$ cat src/rtl/i2c_target_pkg.sv
// Shared types and constants for the I2C target controller and its FIFOs.
package i2c_target_pkg;

  typedef enum logic [2:0] {
    IDLE,
    ADDR,
    ADDR_ACK,
    WR_DATA,
    WR_ACK,
    RD_DATA,
    RD_ACK,
    IGNORE
  } i2c_tgt_state_t;

  typedef enum bit {
    I2C_WRITE = 1'b0,
    I2C_READ  = 1'b1
  } i2c_op_t;

  localparam int I2C_BYTE_BITS = 8;

endpackage

$ cat src/rtl/i2c_target_fifo.sv
// Synchronous FIFO with valid/ready on both sides; DEPTH must be a power of two.
module i2c_target_fifo #(
  parameter int DEPTH = 16,
  parameter int WIDTH = 8
) (
  input  logic             clk_i,
  input  logic             rst_n_i,
  input  logic [WIDTH-1:0] wdata_i,
  input  logic             wvalid_i,
  output logic             wready_o,
  output logic [WIDTH-1:0] rdata_o,
  output logic             rvalid_o,
  input  logic             rready_i
);

  localparam int AW = $clog2(DEPTH);

  logic [WIDTH-1:0] mem_q [DEPTH];
  logic [AW-1:0]    wrPtr_q, wrPtr_d;
  logic [AW-1:0]    rdPtr_q, rdPtr_d;
  logic [AW:0]      count_q, count_d;
  logic             push, pop;

  assign wready_o = (count_q != (AW+1)'(DEPTH));
  assign rvalid_o = (count_q != '0);
  assign push     = wvalid_i & wready_o;
  assign pop      = rvalid_o & rready_i;
  assign rdata_o  = mem_q[rdPtr_q];

  // Pointers wrap naturally because DEPTH is a power of two.
  always_comb begin
    wrPtr_d = wrPtr_q;
    rdPtr_d = rdPtr_q;
    count_d = count_q;
    if (push) wrPtr_d = wrPtr_q + AW'(1);
    if (pop)  rdPtr_d = rdPtr_q + AW'(1);
    if (push && !pop)      count_d = count_q + (AW+1)'(1);
    else if (pop && !push) count_d = count_q - (AW+1)'(1);
  end

  always_ff @(posedge clk_i or negedge rst_n_i) begin
    if (!rst_n_i) begin
      wrPtr_q <= '0;
      rdPtr_q <= '0;
      count_q <= '0;
    end else begin
      wrPtr_q <= wrPtr_d;
      rdPtr_q <= rdPtr_d;
      count_q <= count_d;
    end
  end

  always_ff @(posedge clk_i) begin
    if (push) mem_q[wrPtr_q] <= wdata_i;
  end

endmodule

$ cat src/rtl/i2c_target_ctrl.sv
// I2C target controller: oversampled SCL/SDA, START/STOP decode, 7-bit address
// match, write bytes into an RX FIFO and read bytes served from a TX FIFO.
module i2c_target_ctrl
  import i2c_target_pkg::*;
#(
  parameter logic [6:0] TARGET_ADDR    = 7'h22,
  parameter int         FIFO_DEPTH     = 16,
  parameter int         SYNC_STAGES    = 2,
  parameter logic [7:0] UNDERFLOW_BYTE = 8'hFF
) (
  input  logic       clk_i,
  input  logic       rst_n_i,
  input  logic       scl_i,
  input  logic       sda_i,
  output logic       sda_oe_o,
  output logic [7:0] rx_data_o,
  output logic       rx_valid_o,
  input  logic       rx_ready_i,
  input  logic [7:0] tx_data_i,
  input  logic       tx_valid_i,
  output logic       tx_ready_o,
  output logic       busy_o,
  output logic       op_o,
  output logic       start_o,
  output logic       stop_o,
  output logic       rx_overflow_o,
  output logic       tx_underflow_o,
  input  logic       clr_status_i
);

  localparam logic [3:0] BYTE_FULL = 4'(I2C_BYTE_BITS);
  localparam logic [3:0] BYTE_LAST = 4'(I2C_BYTE_BITS - 1);

  logic [SYNC_STAGES-1:0] sclSync_q, sdaSync_q;
  logic                   sclPrev_q, sdaPrev_q;
  logic                   sclS, sdaS;
  logic                   sclRise, sclFall, startCond, stopCond;

  i2c_tgt_state_t state_q, state_d;
  logic [3:0]     bitCnt_q, bitCnt_d;
  logic [7:0]     shift_q, shift_d;
  i2c_op_t        op_q, op_d;
  logic           sdaOe_q, sdaOe_d;
  logic           start_q, start_d, stop_q, stop_d;
  logic           rxOvf_q, rxOvf_d, txUnf_q, txUnf_d;

  logic       rxPush, rxNotFull, txPop, txAvail, ovfSet, unfSet, loadRd;
  logic [7:0] txHead, nextByte;

  assign sclS      = sclSync_q[SYNC_STAGES-1];
  assign sdaS      = sdaSync_q[SYNC_STAGES-1];
  assign sclRise   = sclS & ~sclPrev_q;
  assign sclFall   = ~sclS & sclPrev_q;
  assign startCond = sclS & sclPrev_q & sdaPrev_q & ~sdaS;
  assign stopCond  = sclS & sclPrev_q & ~sdaPrev_q & sdaS;

  always_ff @(posedge clk_i or negedge rst_n_i) begin
    if (!rst_n_i) begin
      sclSync_q <= '1;
      sdaSync_q <= '1;
      sclPrev_q <= 1'b1;
      sdaPrev_q <= 1'b1;
    end else begin
      sclSync_q <= {sclSync_q[SYNC_STAGES-2:0], scl_i};
      sdaSync_q <= {sdaSync_q[SYNC_STAGES-2:0], sda_i};
      sclPrev_q <= sclS;
      sdaPrev_q <= sdaS;
    end
  end

  // Bus conditions override bit handling; ADDR and WR_DATA share the shift-in path.
  always_comb begin
    state_d  = state_q;
    bitCnt_d = bitCnt_q;
    shift_d  = shift_q;
    op_d     = op_q;
    sdaOe_d  = sdaOe_q;
    start_d  = 1'b0;
    stop_d   = 1'b0;
    rxPush   = 1'b0;
    txPop    = 1'b0;
    ovfSet   = 1'b0;
    unfSet   = 1'b0;
    loadRd   = 1'b0;
    nextByte = txAvail ? txHead : UNDERFLOW_BYTE;
    if (startCond) begin
      state_d  = ADDR;
      bitCnt_d = '0;
      sdaOe_d  = 1'b0;
      start_d  = 1'b1;
    end else if (stopCond) begin
      state_d = IDLE;
      sdaOe_d = 1'b0;
      stop_d  = 1'b1;
    end else begin
      unique case (state_q)
        ADDR, WR_DATA: begin
          if (sclRise && bitCnt_q != BYTE_FULL) begin
            shift_d  = {shift_q[6:0], sdaS};
            bitCnt_d = bitCnt_q + 4'd1;
          end else if (sclFall && bitCnt_q == BYTE_FULL) begin
            if (state_q == ADDR) begin
              if (shift_q[7:1] == TARGET_ADDR) begin
                op_d    = i2c_op_t'(shift_q[0]);
                sdaOe_d = 1'b1;
                state_d = ADDR_ACK;
              end else begin
                state_d = IGNORE;
              end
            end else if (rxNotFull) begin
              rxPush  = 1'b1;
              sdaOe_d = 1'b1;
              state_d = WR_ACK;
            end else begin
              ovfSet  = 1'b1;
              state_d = IGNORE;
            end
          end
        end
        ADDR_ACK: begin
          if (sclFall) begin
            sdaOe_d  = 1'b0;
            bitCnt_d = '0;
            if (op_q == I2C_READ) loadRd = 1'b1;
            else                  state_d = WR_DATA;
          end
        end
        WR_ACK: begin
          if (sclFall) begin
            sdaOe_d  = 1'b0;
            bitCnt_d = '0;
            state_d  = WR_DATA;
          end
        end
        RD_DATA: begin
          if (sclFall) begin
            if (bitCnt_q == BYTE_LAST) begin
              sdaOe_d = 1'b0;
              state_d = RD_ACK;
            end else begin
              shift_d  = {shift_q[6:0], 1'b0};
              sdaOe_d  = ~shift_q[6];
              bitCnt_d = bitCnt_q + 4'd1;
            end
          end
        end
        RD_ACK: begin
          if (sclRise && sdaS) state_d = IGNORE;
          else if (sclFall)    loadRd  = 1'b1;
        end
        IDLE, IGNORE: sdaOe_d = 1'b0;
        default:      state_d = IDLE;
      endcase
      if (loadRd) begin
        txPop    = txAvail;
        unfSet   = ~txAvail;
        shift_d  = nextByte;
        sdaOe_d  = ~nextByte[7];
        bitCnt_d = '0;
        state_d  = RD_DATA;
      end
    end
  end

  // A set event in the same cycle as clr_status_i wins.
  assign rxOvf_d = ovfSet | (rxOvf_q & ~clr_status_i);
  assign txUnf_d = unfSet | (txUnf_q & ~clr_status_i);

  always_ff @(posedge clk_i or negedge rst_n_i) begin
    if (!rst_n_i) begin
      state_q  <= IDLE;
      bitCnt_q <= '0;
      shift_q  <= '0;
      op_q     <= I2C_WRITE;
      sdaOe_q  <= 1'b0;
      start_q  <= 1'b0;
      stop_q   <= 1'b0;
      rxOvf_q  <= 1'b0;
      txUnf_q  <= 1'b0;
    end else begin
      state_q  <= state_d;
      bitCnt_q <= bitCnt_d;
      shift_q  <= shift_d;
      op_q     <= op_d;
      sdaOe_q  <= sdaOe_d;
      start_q  <= start_d;
      stop_q   <= stop_d;
      rxOvf_q  <= rxOvf_d;
      txUnf_q  <= txUnf_d;
    end
  end

  i2c_target_fifo #(.DEPTH(FIFO_DEPTH), .WIDTH(I2C_BYTE_BITS)) uRxFifo (
    .clk_i    (clk_i),
    .rst_n_i  (rst_n_i),
    .wdata_i  (shift_q),
    .wvalid_i (rxPush),
    .wready_o (rxNotFull),
    .rdata_o  (rx_data_o),
    .rvalid_o (rx_valid_o),
    .rready_i (rx_ready_i)
  );

  i2c_target_fifo #(.DEPTH(FIFO_DEPTH), .WIDTH(I2C_BYTE_BITS)) uTxFifo (
    .clk_i    (clk_i),
    .rst_n_i  (rst_n_i),
    .wdata_i  (tx_data_i),
    .wvalid_i (tx_valid_i),
    .wready_o (tx_ready_o),
    .rdata_o  (txHead),
    .rvalid_o (txAvail),
    .rready_i (txPop)
  );

  assign sda_oe_o       = sdaOe_q;
  assign busy_o         = (state_q != IDLE) && (state_q != IGNORE);
  assign op_o           = op_q;
  assign start_o        = start_q;
  assign stop_o         = stop_q;
  assign rx_overflow_o  = rxOvf_q;
  assign tx_underflow_o = txUnf_q;

endmodule
$ cat config.mk
export PLATFORM = sky130hd
export DESIGN_NAME = i2c_target_ctrl
export DESIGN_NICKNAME = d
export VERILOG_FILES = /design/src/rtl/i2c_target_pkg.sv /design/src/rtl/i2c_target_fifo.sv /design/src/rtl/i2c_target_ctrl.sv
export SDC_FILE = /design/constraint.sdc
export NUM_CORES = 1
export LEC_CHECK = 0
export BUFFER_PORTS_ARGS = -buffer_cell sky130_fd_sc_hd__buf_2
export CAP_MARGIN = 20
export CORE_ASPECT_RATIO = 1.75
export CORE_MARGIN = 5
export CORE_UTILIZATION = 56
export DETAILED_ROUTE_END_ITERATION = 8
export GPL_TIMING_DRIVEN = 0
export PLACE_DENSITY_LB_ADDON = 0.05
export SKIP_LAST_GASP = 1
export SLEW_MARGIN = 10
export SYNTH_ARGS = -nofsm -noshare
export SYNTH_HDL_FRONTEND = slang
export SYNTH_SLANG_ARGS = --single-unit
$ cat constraint.sdc
create_clock -name clk_i -period 3.9 [get_ports clk_i]
set_input_delay 0.78 -clock clk_i [delete_from_list [all_inputs] [get_ports clk_i]]
set_output_delay 0.78 -clock clk_i [all_outputs]
set_load 0.02 [all_outputs]
### After elaboration in Yosys (flattened, before gate mapping)

Memories as Yosys holds them, arrays and structs flattened.
Cells that the tools add are included.

* add/sub/neg operators: 9
* equal/unequal tests: 33
* muxes and demuxes: 79
* bitwise operators: 26
* reductions and logical operators: 30

Operator list (count)
* $ne A5 B5 Y1 const B: 10
* $mux W1: 44
* $mux W8: 5
* $mux W3: 13
* $mux W4: 7
* $add A4 B1 Y4 const B: 5
* $mux W5: 4
* $ne A4 B4 Y1 const B: 4
* $pmux W8 S2: 1
* $pmux W3 S5: 1
* $reduce_bool A5 Y1: 3
* $reduce_and A7 Y1: 2
* $and A1 B1 Y1: 13
* $eq A3 B3 Y1 const B: 4
* $ne A3 B3 Y1 const B: 4
* $pmux W4 S3: 1
* $reduce_and A6 Y1: 2
* $not A1 Y1: 11
* $add A5 B1 Y5 const B: 2
* $sub A5 B1 Y5 const B: 2
* $reduce_and A9 Y1: 1
* $logic_and A1 B1 Y1: 8
* $reduce_bool A8 Y1: 1
* $eq A7 B6 Y1 const B: 1
* other kinds (19): 28

* bits in registers: 53
* memory bits (writable): 256
* input port bits: 15
* output and inout port bits: 17
* word-level logic and storage cells: 198
* memories kept: 2

Memories
* uRxFifo.mem_q: depth 16, bits a word 8, read ports 1, clocked after Yosys merged registers in 0, write ports 1, RTL line i2c_target_fifo.sv:18 `logic [WIDTH-1:0] mem_q [DEPTH];`
* uTxFifo.mem_q: depth 16, bits a word 8, read ports 1, clocked after Yosys merged registers in 0, write ports 1, RTL line i2c_target_fifo.sv:18

### Depth between registers and ports, before layout

Gate-level depths: netlist of run 1.

* depth in word-level cells: 14
* mapped depth: 13
* gate-level depth less buffers: 13

### Modules after synthesis

From an unflattened synthesis of run 1, not the netlist that was laid out.

* cell total of the unflattened synthesis: 811
* area, all modules: 13314.0 sq um

By module, submodules not included
* i2c_target_fifo: instances 2, cells each 318, area an instance 5824.3 sq um, seq. area each 4169.0 sq um
* i2c_target_ctrl: instances 1, cells each 175, area an instance 1665.3 sq um, seq. area each 683.2 sq um

### Least setup slack after synthesis of run 1

No wires, ideal clock.

* kind: register -> register
* start: reg sclPrev_q
* end: reg uRxFifo.count_q[4]
* setup time: 0.079 ns
* data arrival time: 2.962 ns
* required time: 3.821 ns
* path slack: 0.858 ns
* stages on the path, launching flop included: 12
* period minus slack after synthesis: 3.042 ns
* cells stage by stage: dfstp_2 -> nand2b_1 -> or3_1 -> nor3b_4 -> ha_1 -> inv_1 -> ha_1 -> nor2b_1 -> o21a_1 -> or3_1 -> a21oi_1 -> xor2_1

* longest elaborated chain between the ends: 11

RTL lines
* start: declaration: RTL line i2c_target_ctrl.sv:35 `logic sclPrev_q, sdaPrev_q;`
* start signal: assignment: RTL line i2c_target_ctrl.sv:66 `sclPrev_q <= sclS;`
* $and A1 B1 Y1 or $not A1 Y1 (tied branches): RTL line i2c_target_ctrl.sv:53, i2c_target_ctrl.sv:52
* $logic_and A1 B1 Y1 or $and A1 B1 Y1 (tied branches): RTL line i2c_target_ctrl.sv:101, i2c_target_ctrl.sv:52
* $mux W1 or $logic_and A1 B1 Y1 (tied branches): RTL line i2c_target_ctrl.sv:101, i2c_target_ctrl.sv:98
* $mux W1: RTL line i2c_target_ctrl.sv:98 `if (sclRise && bitCnt_q != BYTE_FULL) begin`
* $mux W1: RTL line i2c_target_ctrl.sv:96 `unique case (state_q)`
* $mux W1: RTL line i2c_target_ctrl.sv:91 `end else if (stopCond) begin`
* $mux W1 *: RTL line i2c_target_ctrl.sv:86 `if (startCond) begin`
* $and A1 B1 Y1 *: RTL line i2c_target_fifo.sv:26 `assign push = wvalid_i & wready_o;`
* net uRxFifo.push: RTL line i2c_target_fifo.sv:22 `logic push, pop;`
* $logic_not A1 Y1: RTL line i2c_target_fifo.sv:38 `else if (pop && !push) count_d = count_q - (AW+1)'(1);`
* $logic_and A1 B1 Y1: RTL line i2c_target_fifo.sv:38
* $reduce_bool A2 Y1 (no line)
* end signal: assignment: RTL line i2c_target_fifo.sv:49 `count_q <= count_d;`
* end: declaration: RTL line i2c_target_fifo.sv:21 `logic [AW:0] count_q, count_d;`

Mark *: on every way through the listed nets, which the timed path passes. The rest lies on a longest branch.
A chain may end at the register's enable or synchronous reset.

### Worst setup path after layout of run 1

* start: reg uRxFifo.rdPtr_q[1]
* end: out rx_data_o[7]

* longest elaborated chain between the ends: 1

RTL lines
* start: declaration: RTL line i2c_target_fifo.sv:20 `logic [AW-1:0] rdPtr_q, rdPtr_d;`
* start signal: assignment: RTL line i2c_target_fifo.sv:48 `rdPtr_q <= rdPtr_d;`
* $mem_v2 Z16 W8
* end: declaration: RTL line i2c_target_ctrl.sv:16 `output logic [7:0] rx_data_o,`

Every way passes these cells.

==> impl_metrics.json, run 1 <==
{
  "path_clk_slew_ns": 0.07,
  "cp.arrival_ns": 2.97,
  "postSynthAreaPerCell_sq_um": 18.73,
  "post_cts_buffers": 0,
  "cts_htree_levels": 1,
  "drv_cap": 0,
  "p_sw_mw": 3.195,
  "synth.mux.area_fraction_pct": 15.35,
  "drive_above_1_share_pct": 22.53,
  "syn2layout_area_growth_pct": 10.91,
  "portBuffers": 31,
  "dpl.hpwl_mm": 18.98,
  "syn_nets": 723,
  "yosysSeqAreaShare_pct": 70.20,
  "synth_xor_area_share_pct": 1.568,
  "crit_path_start": "uRxFifo.rdPtr_q[1]",
  "p_leak_nw": 4.851,
  "cts_tree": "built",
  "final_common_cell": "edfxtp_1",
  "relSlewSlack_pct": 32.27,
  "p_clk_share_pct": 24.6,
  "drc_errors": 0,
  "grt_pass1_vias": 7102,
  "groute.usage.overall_pct": 20.37,
  "fmax_ghz": 0.2668,
  "rsz0062_at_grt": "no",
  "dr_total_vias": 6405,
  "placedCellCount": 1020,
  "synth_edf_count": 256,
  "end_kind": "primary output",
  "clk_latency_ns": 0.52,
  "required_ns": 3.12,
  "start_util_pct": 56.73,
  "peakVddDrop_uv": 468.5,
  "cts_root_buf": "clkbuf_16",
  "fin_worst_skew_ns": 0.01137,
  "clock_path_buffers": 3,
  "grt_max_degree": 29,
  "setup.worst_path.class": "reg -> out",
  "synth_seq_cells": 309,
  "yosys.area_share.adder_pct": 2.259,
  "synth_top_area_share_pct": 59.82,
  "finalWirelength_mm": 26.30,
  "die_area_sq_um": 26190,
  "finalSetupViolCount": 0,
  "hp-class": "in -> async",
  "power.total_mw": 10.13,
  "cp-start-kind": "flip-flop",
  "final.setup.worst_slack_ns": 0.1515,
  "fin_setup_tns_ns": 0,
  "row_count": 73,
  "hold_viol_final": 0,
  "period_needed_ns": 3.749,
  "status": "complete, no violations",
  "p_seq_share_pct": 44.6,
  "ant_nets": 0,
  "cts_sinks": 309,
  "grt_overflow": 0,
  "core_area_sq_um": 22650,
  "grt_pass1_wl_mm": 40.63,
  "synth_cell_types": 64,
  "p_comb_share_pct": 30.8,
  "final_cell_mix": "edfxtp_1, mux4_2, dfrtp_1, buf_2, nor2_1",
  "vias_per_cell": 5.997,
  "fin_nets": 786,
  "ctsHoldBuffers": 0,
  "gp_congestion": 0.8664,
  "drt_first_pass_iters": 5,
  "cts-resized-gates": 1,
  "internal-power_mw": 6.931,
  "yosysTopAreaCell": "edfxtp_1",
  "cts_buffers": 27,
  "worstPathMaxFanout": 10,
  "syn_area_sq_um": 12850,
  "async_flop_share_pct": 17.15,
  "finalNonFillerCells": 1068,
  "finalMaxSlewViolations": 0,
  "synth-simple-area-share_pct": 5.560,
  "fin_crit_sh_pct": 96.12,
  "die_w_microns": 124.5,
  "worst_pin_slew_ns": 1.012,
  "drt_iter0_drc": 391,
  "num_io_pins": 32,
  "die_y_microns": 210.4,
  "synth_compound_area_share_pct": 3.223,
  "p_sw_share_pct": 31.55,
  "wl_per_cell_microns": 24.63,
  "regToRegStartpoint": "sclPrev_q",
  "antenna_found_initial": 0,
  "synthFlopType": "edfxtp_1",
  "p_per_area_nw_per_um2": 710.6,
  "dpl_worst_slack_ns": 0.4295,
  "synth_top_family_by_area": "multiplexers",
  "ys_warn_count": 0,
  "antenna_cells": 0,
  "synthCells": 686,
  "synth_area_leaders": "edfxtp_1, mux4_2, dfrtp_1"
}
[routing by layer]
layer | wire length (microns) | part of all wire [%] | vias up | global-route usage [%]
met4 | 1134 | 4.3 | 0 | 8.513
met2 | 15860 | 60 | 139 | 41.97
met5 | 0 | 0 | - | 0
li1 | - | - | 2864 | -
met1 | 8620 | 33 | 3346 | 20.19
met3 | 692 | 2.6 | 56 | 2.079
[per-stage QoR]
step	hold WS (ns)	instance area [sq um]	utilization (%)
finish	0.2679	14250	62.91
global route	0.3027	14250	62.91
CTS	0.2717	14250	62.91
detailed placement	0.3540	13440	59.31
global placement	0.3468	13380	59.07
floorplan	0.3452	12850	-
[logic make-up (layout without fill, tap and decap cells)]
group,count (synthesis),in the layout
flops,309,309
fa+ha+maj,22,22
xor+xnor,23,23
simple gates,134,134
compound gates,57,57
buf+inv,52,134
mux,89,89
[flip-flops by register name, indices dropped and copies added, names as in the netlist, 2 cells and up]
signal	flops
sclSync_q	2
shift_q	8
uRxFifo.count_q	5
uTxFifo.rdPtr_q	4
uRxFifo.mem_q	128
uTxFifo.mem_q	128
uTxFifo.wrPtr_q	4
bitCnt_q	4
uRxFifo.rdPtr_q	4
state_q	3
sdaSync_q	2
uRxFifo.wrPtr_q	4
uTxFifo.count_q	5
[worst max-delay path, stage by stage (launching register included)]
cell      delay (ns)
dfrtp_1         0.35
clkbuf_1        0.40
clkbuf_1        0.56
mux4_2          0.46
mux4_2          0.49
buf_2           0.17
[Yosys cell counts, types with 3 or more instances]
| library cell | count |
|---|---|
| edfxtp_1 | 256 |
| mux4_2 | 63 |
| dfrtp_1 | 47 |
| nor2_1 | 32 |
| nand2_1 | 27 |
| ha_1 | 20 |
| inv_1 | 20 |
| mux4_1 | 17 |
| xnor2_1 | 16 |
| and2_1 | 15 |
| clkbuf_1 | 12 |
| a21oi_1 | 10 |
| nand3_1 | 10 |
| o21ai_1 | 10 |
| buf_1 | 8 |
| nor3_1 | 8 |
| or3_1 | 8 |
| xor2_1 | 7 |
| dfstp_2 | 6 |
| nand2b_1 | 6 |
| nor2b_1 | 6 |
| o21ai_0 | 6 |
| o221a_2 | 6 |
| nand4_1 | 5 |
| a21o_1 | 4 |
| buf_6 | 4 |
| and3b_1 | 3 |
| buf_2 | 3 |
| inv_2 | 3 |
| mux2_1 | 3 |
| o211ai_1 | 3 |
[area by class of cell]
class                      count  area, sq um
clock buffer                  34        721.9
timing repair buffer          34        190.2
inverter                      23        86.33
buffer                        29        151.4
sequential                   309         9021
tap                          300        375.4
clock inverter                14        92.59
fill                        1677         8401
multi-input combinational    325         3612
[power groups by stage]
stage               clock network [mW]  registers, mW  logic, mW
CTS                               2.53           4.53       3.17
finish                            2.49           4.52       3.12
global placement                     0           4.55       3.03
detailed placement                   0           4.59       3.15
global route                      2.68           4.57       3.37
floorplan                            0           4.40       2.34
[final timing paths]
path / end / slack [ns] / depth (start not counted)
worst max register to register: uRxFifo.count_q[4] / 0.41 / 11
min in group clk_i: sclSync_q[0] / 0.36 / 1
worst max-delay path: rx_data_o[7] / 0.15 / 5
worst min-delay path: uRxFifo.rdPtr_q[0] / 0.27 / 1
worst min register to register: sclSync_q[1] / 0.36 / 0
max in group asynchronous: uTxFifo.count_q[0] / 3.02 / 2
Note: power is estimated with default switching activity, not from simulation.
==> inputs of run 2 (changes only) <==
CORE_UTILIZATION = 50   (was 56)
==> impl_metrics.json, run 2 (synthesis results as in run 1) <==
{
  "setup.worst_path.class": "reg -> out",
  "internal-power_mw": 6.990,
  "ctsHoldBuffers": 0,
  "finalWirelength_mm": 26.04,
  "dr_total_vias": 6132,
  "p_per_area_nw_per_um2": 709.3,
  "crit_path_top_delay_cell": "clkbuf_1",
  "cts_tree": "built",
  "drt_first_pass_iters": 4,
  "fin_nets": 787,
  "antenna_found_initial": 0,
  "power.total_mw": 10.16,
  "crit_path_start": "uRxFifo.rdPtr_q[1]",
  "p_sw_mw": 3.172,
  "core_area_sq_um": 25340,
  "regToRegStartpoint": "bitCnt_q[1]",
  "placed_area_sq_um": 13480,
  "end_kind": "primary output",
  "cts_htree_levels": 1,
  "max_stage_delay_ns": 0.54,
  "p_clk_share_pct": 25.1,
  "grt_overflow": 0,
  "required_ns": 3.12,
  "cp-start-kind": "flip-flop",
  "clock_path_buffers": 3,
  "wl_per_cell_microns": 23.98,
  "reg2reg_depth": 13,
  "p_comb_share_pct": 30.6,
  "drc_errors": 0,
  "die_y_microns": 222.1,
  "hold_viol_final": 0,
  "p_sw_share_pct": 31.22,
  "clk_latency_ns": 0.54,
  "final_common_cell": "edfxtp_1",
  "final.setup.worst_slack_ns": 0.1864,
  "die_w_microns": 131.2,
  "drt_iter0_drc": 337,
  "period_needed_ns": 3.714,
  "finalNonFillerCells": 1086,
  "worst_pin_slew_ns": 1.034,
  "gp_congestion": 0.8723,
  "fin_crit_sh_pct": 95.22,
  "num_io_pins": 32,
  "p_leak_nw": 4.867,
  "timing.rr.end": "uRxFifo.count_q[4]",
  "r2r_setup_slack_ns": 0.41,
  "path_clk_slew_ns": 0.06,
  "finalMaxSlewViolations": 0,
  "reg.largest.list": "uRxFifo.mem_q x128, uTxFifo.mem_q x128, shift_q x8",
  "vias_per_cell": 5.646,
  "row_count": 77,
  "drv_cap": 0,
  "grt_pass1_vias": 6801,
  "nFillCells": 1939,
  "crit_chain": "clkbuf_1 > clkbuf_1 > mux4_2 > mux4_2 > buf_2",
  "status": "complete, no violations",
  "cts_root_buf": "clkbuf_16",
  "fin_worst_skew_ns": 0.01371,
  "die_area_sq_um": 29130,
  "finalSetupViolCount": 0,
  "groute.usage.overall_pct": 18.03,
  "worstSetupEndpoint": "rx_data_o[7]",
  "grt_max_degree": 32,
  "dpl_worst_slack_ns": 0.3925,
  "fmax_ghz": 0.2693,
  "cts_sinks": 309,
  "fin_setup_tns_ns": 0,
  "final_cell_mix": "edfxtp_1, mux4_2, dfrtp_1, buf_2, nor2_1",
  "cts_buffers": 27,
  "rsz0062_at_grt": "no",
  "worstPathMaxFanout": 10,
  "p_seq_share_pct": 44.3,
  "placedCellCount": 1037,
  "cp.arrival_ns": 2.93,
  "ant_nets": 0,
  "drive_above_1_share_pct": 22.86,
  "peakVddDrop_uv": 493.7,
  "antenna_cells": 0,
  "relSlewSlack_pct": 30.81,
  "syn2layout_area_growth_pct": 11.50,
  "final_area_sq_um": 14330,
  "grt_pass1_wl_mm": 40.40,
  "dpl.hpwl_mm": 18.82,
  "start_util_pct": 50.71,
  "portBuffers": 31,
  "hp-class": "in -> async"
}
run 2: changes by cell type in the layout (fill, tap and decap cells not counted), sizes merged:
cell / delta
clkinv: -8
clkbuf: +7
clkinvlp: +2
buf: +1
run 2: power by group through the flow:
stage | sequential (mW) | clock, mW | combinational, mW
floorplan | 4.40 | 0 | 2.34
global placement | 4.55 | 0 | 3.06
detailed placement | 4.58 | 0 | 3.16
CTS | 4.52 | 2.61 | 3.18
global route | 4.55 | 2.75 | 3.40
finish | 4.51 | 2.55 | 3.11
run 2: per-stage QoR:
step	utilization [%]	hold WS, ns
after CTS	56.55	0.05530
final	56.55	0.07621
after global placement	52.89	0.3466
after detailed placement	53.21	0.3476
after floorplan	-	0.3452
after global routing	56.55	0.06439
run 2: routing by layer:
metal | share of wire (%) | track usage, % | vias to the layer above | wire length (microns)
met1 | 33 | 18.19 | 3164 | 8724
li1 | - | - | 2859 | -
met2 | 62 | 37.75 | 78 | 16250
met5 | 0 | 0 | - | 0
met4 | 1.5 | 4.530 | 0 | 395
met3 | 2.6 | 2.066 | 31 | 674
run 2: layout make-up:
class | instances | area [sq um] | area share [%]
timing repair buffer | 35 | 217.7 | 1.520
clock inverter | 8 | 75.07 | 0.5240
clock buffer | 41 | 768.2 | 5.362
tap | 316 | 395.4 | 2.760
inverter | 23 | 86.33 | 0.6026
sequential | 309 | 9021 | 62.96
multi-input combinational | 325 | 3612 | 25.21
buffer | 29 | 151.4 | 1.057
run 2: worst min-delay path by stage:
stage | from | end | slack (ns) | depth (start not counted)
floorplan | sclSync_q[0] | sclSync_q[1] | 0.35 | 0
global placement | sdaSync_q[0] | sdaSync_q[1] | 0.35 | 0
detailed placement | sclSync_q[0] | sclSync_q[1] | 0.35 | 0
CTS | rst_n_i | uTxFifo.wrPtr_q[1] | 0.06 | 1
global route | rst_n_i | uTxFifo.wrPtr_q[1] | 0.06 | 1
finish | rst_n_i | uTxFifo.wrPtr_q[0] | 0.08 | 1
run 2: repair_timing:
action | CTS | global route
gates resized for setup | 1 | 0
setup buffers | 0 | 0
endpoints found under the setup margin | 5 | 0
run 2: worst max-delay path: cells and delay by family (launching register included):
family                 cells  cell delay, ns
flip-flops                 1            0.36
multiplexers               2            0.94
buffers and inverters      3            1.08
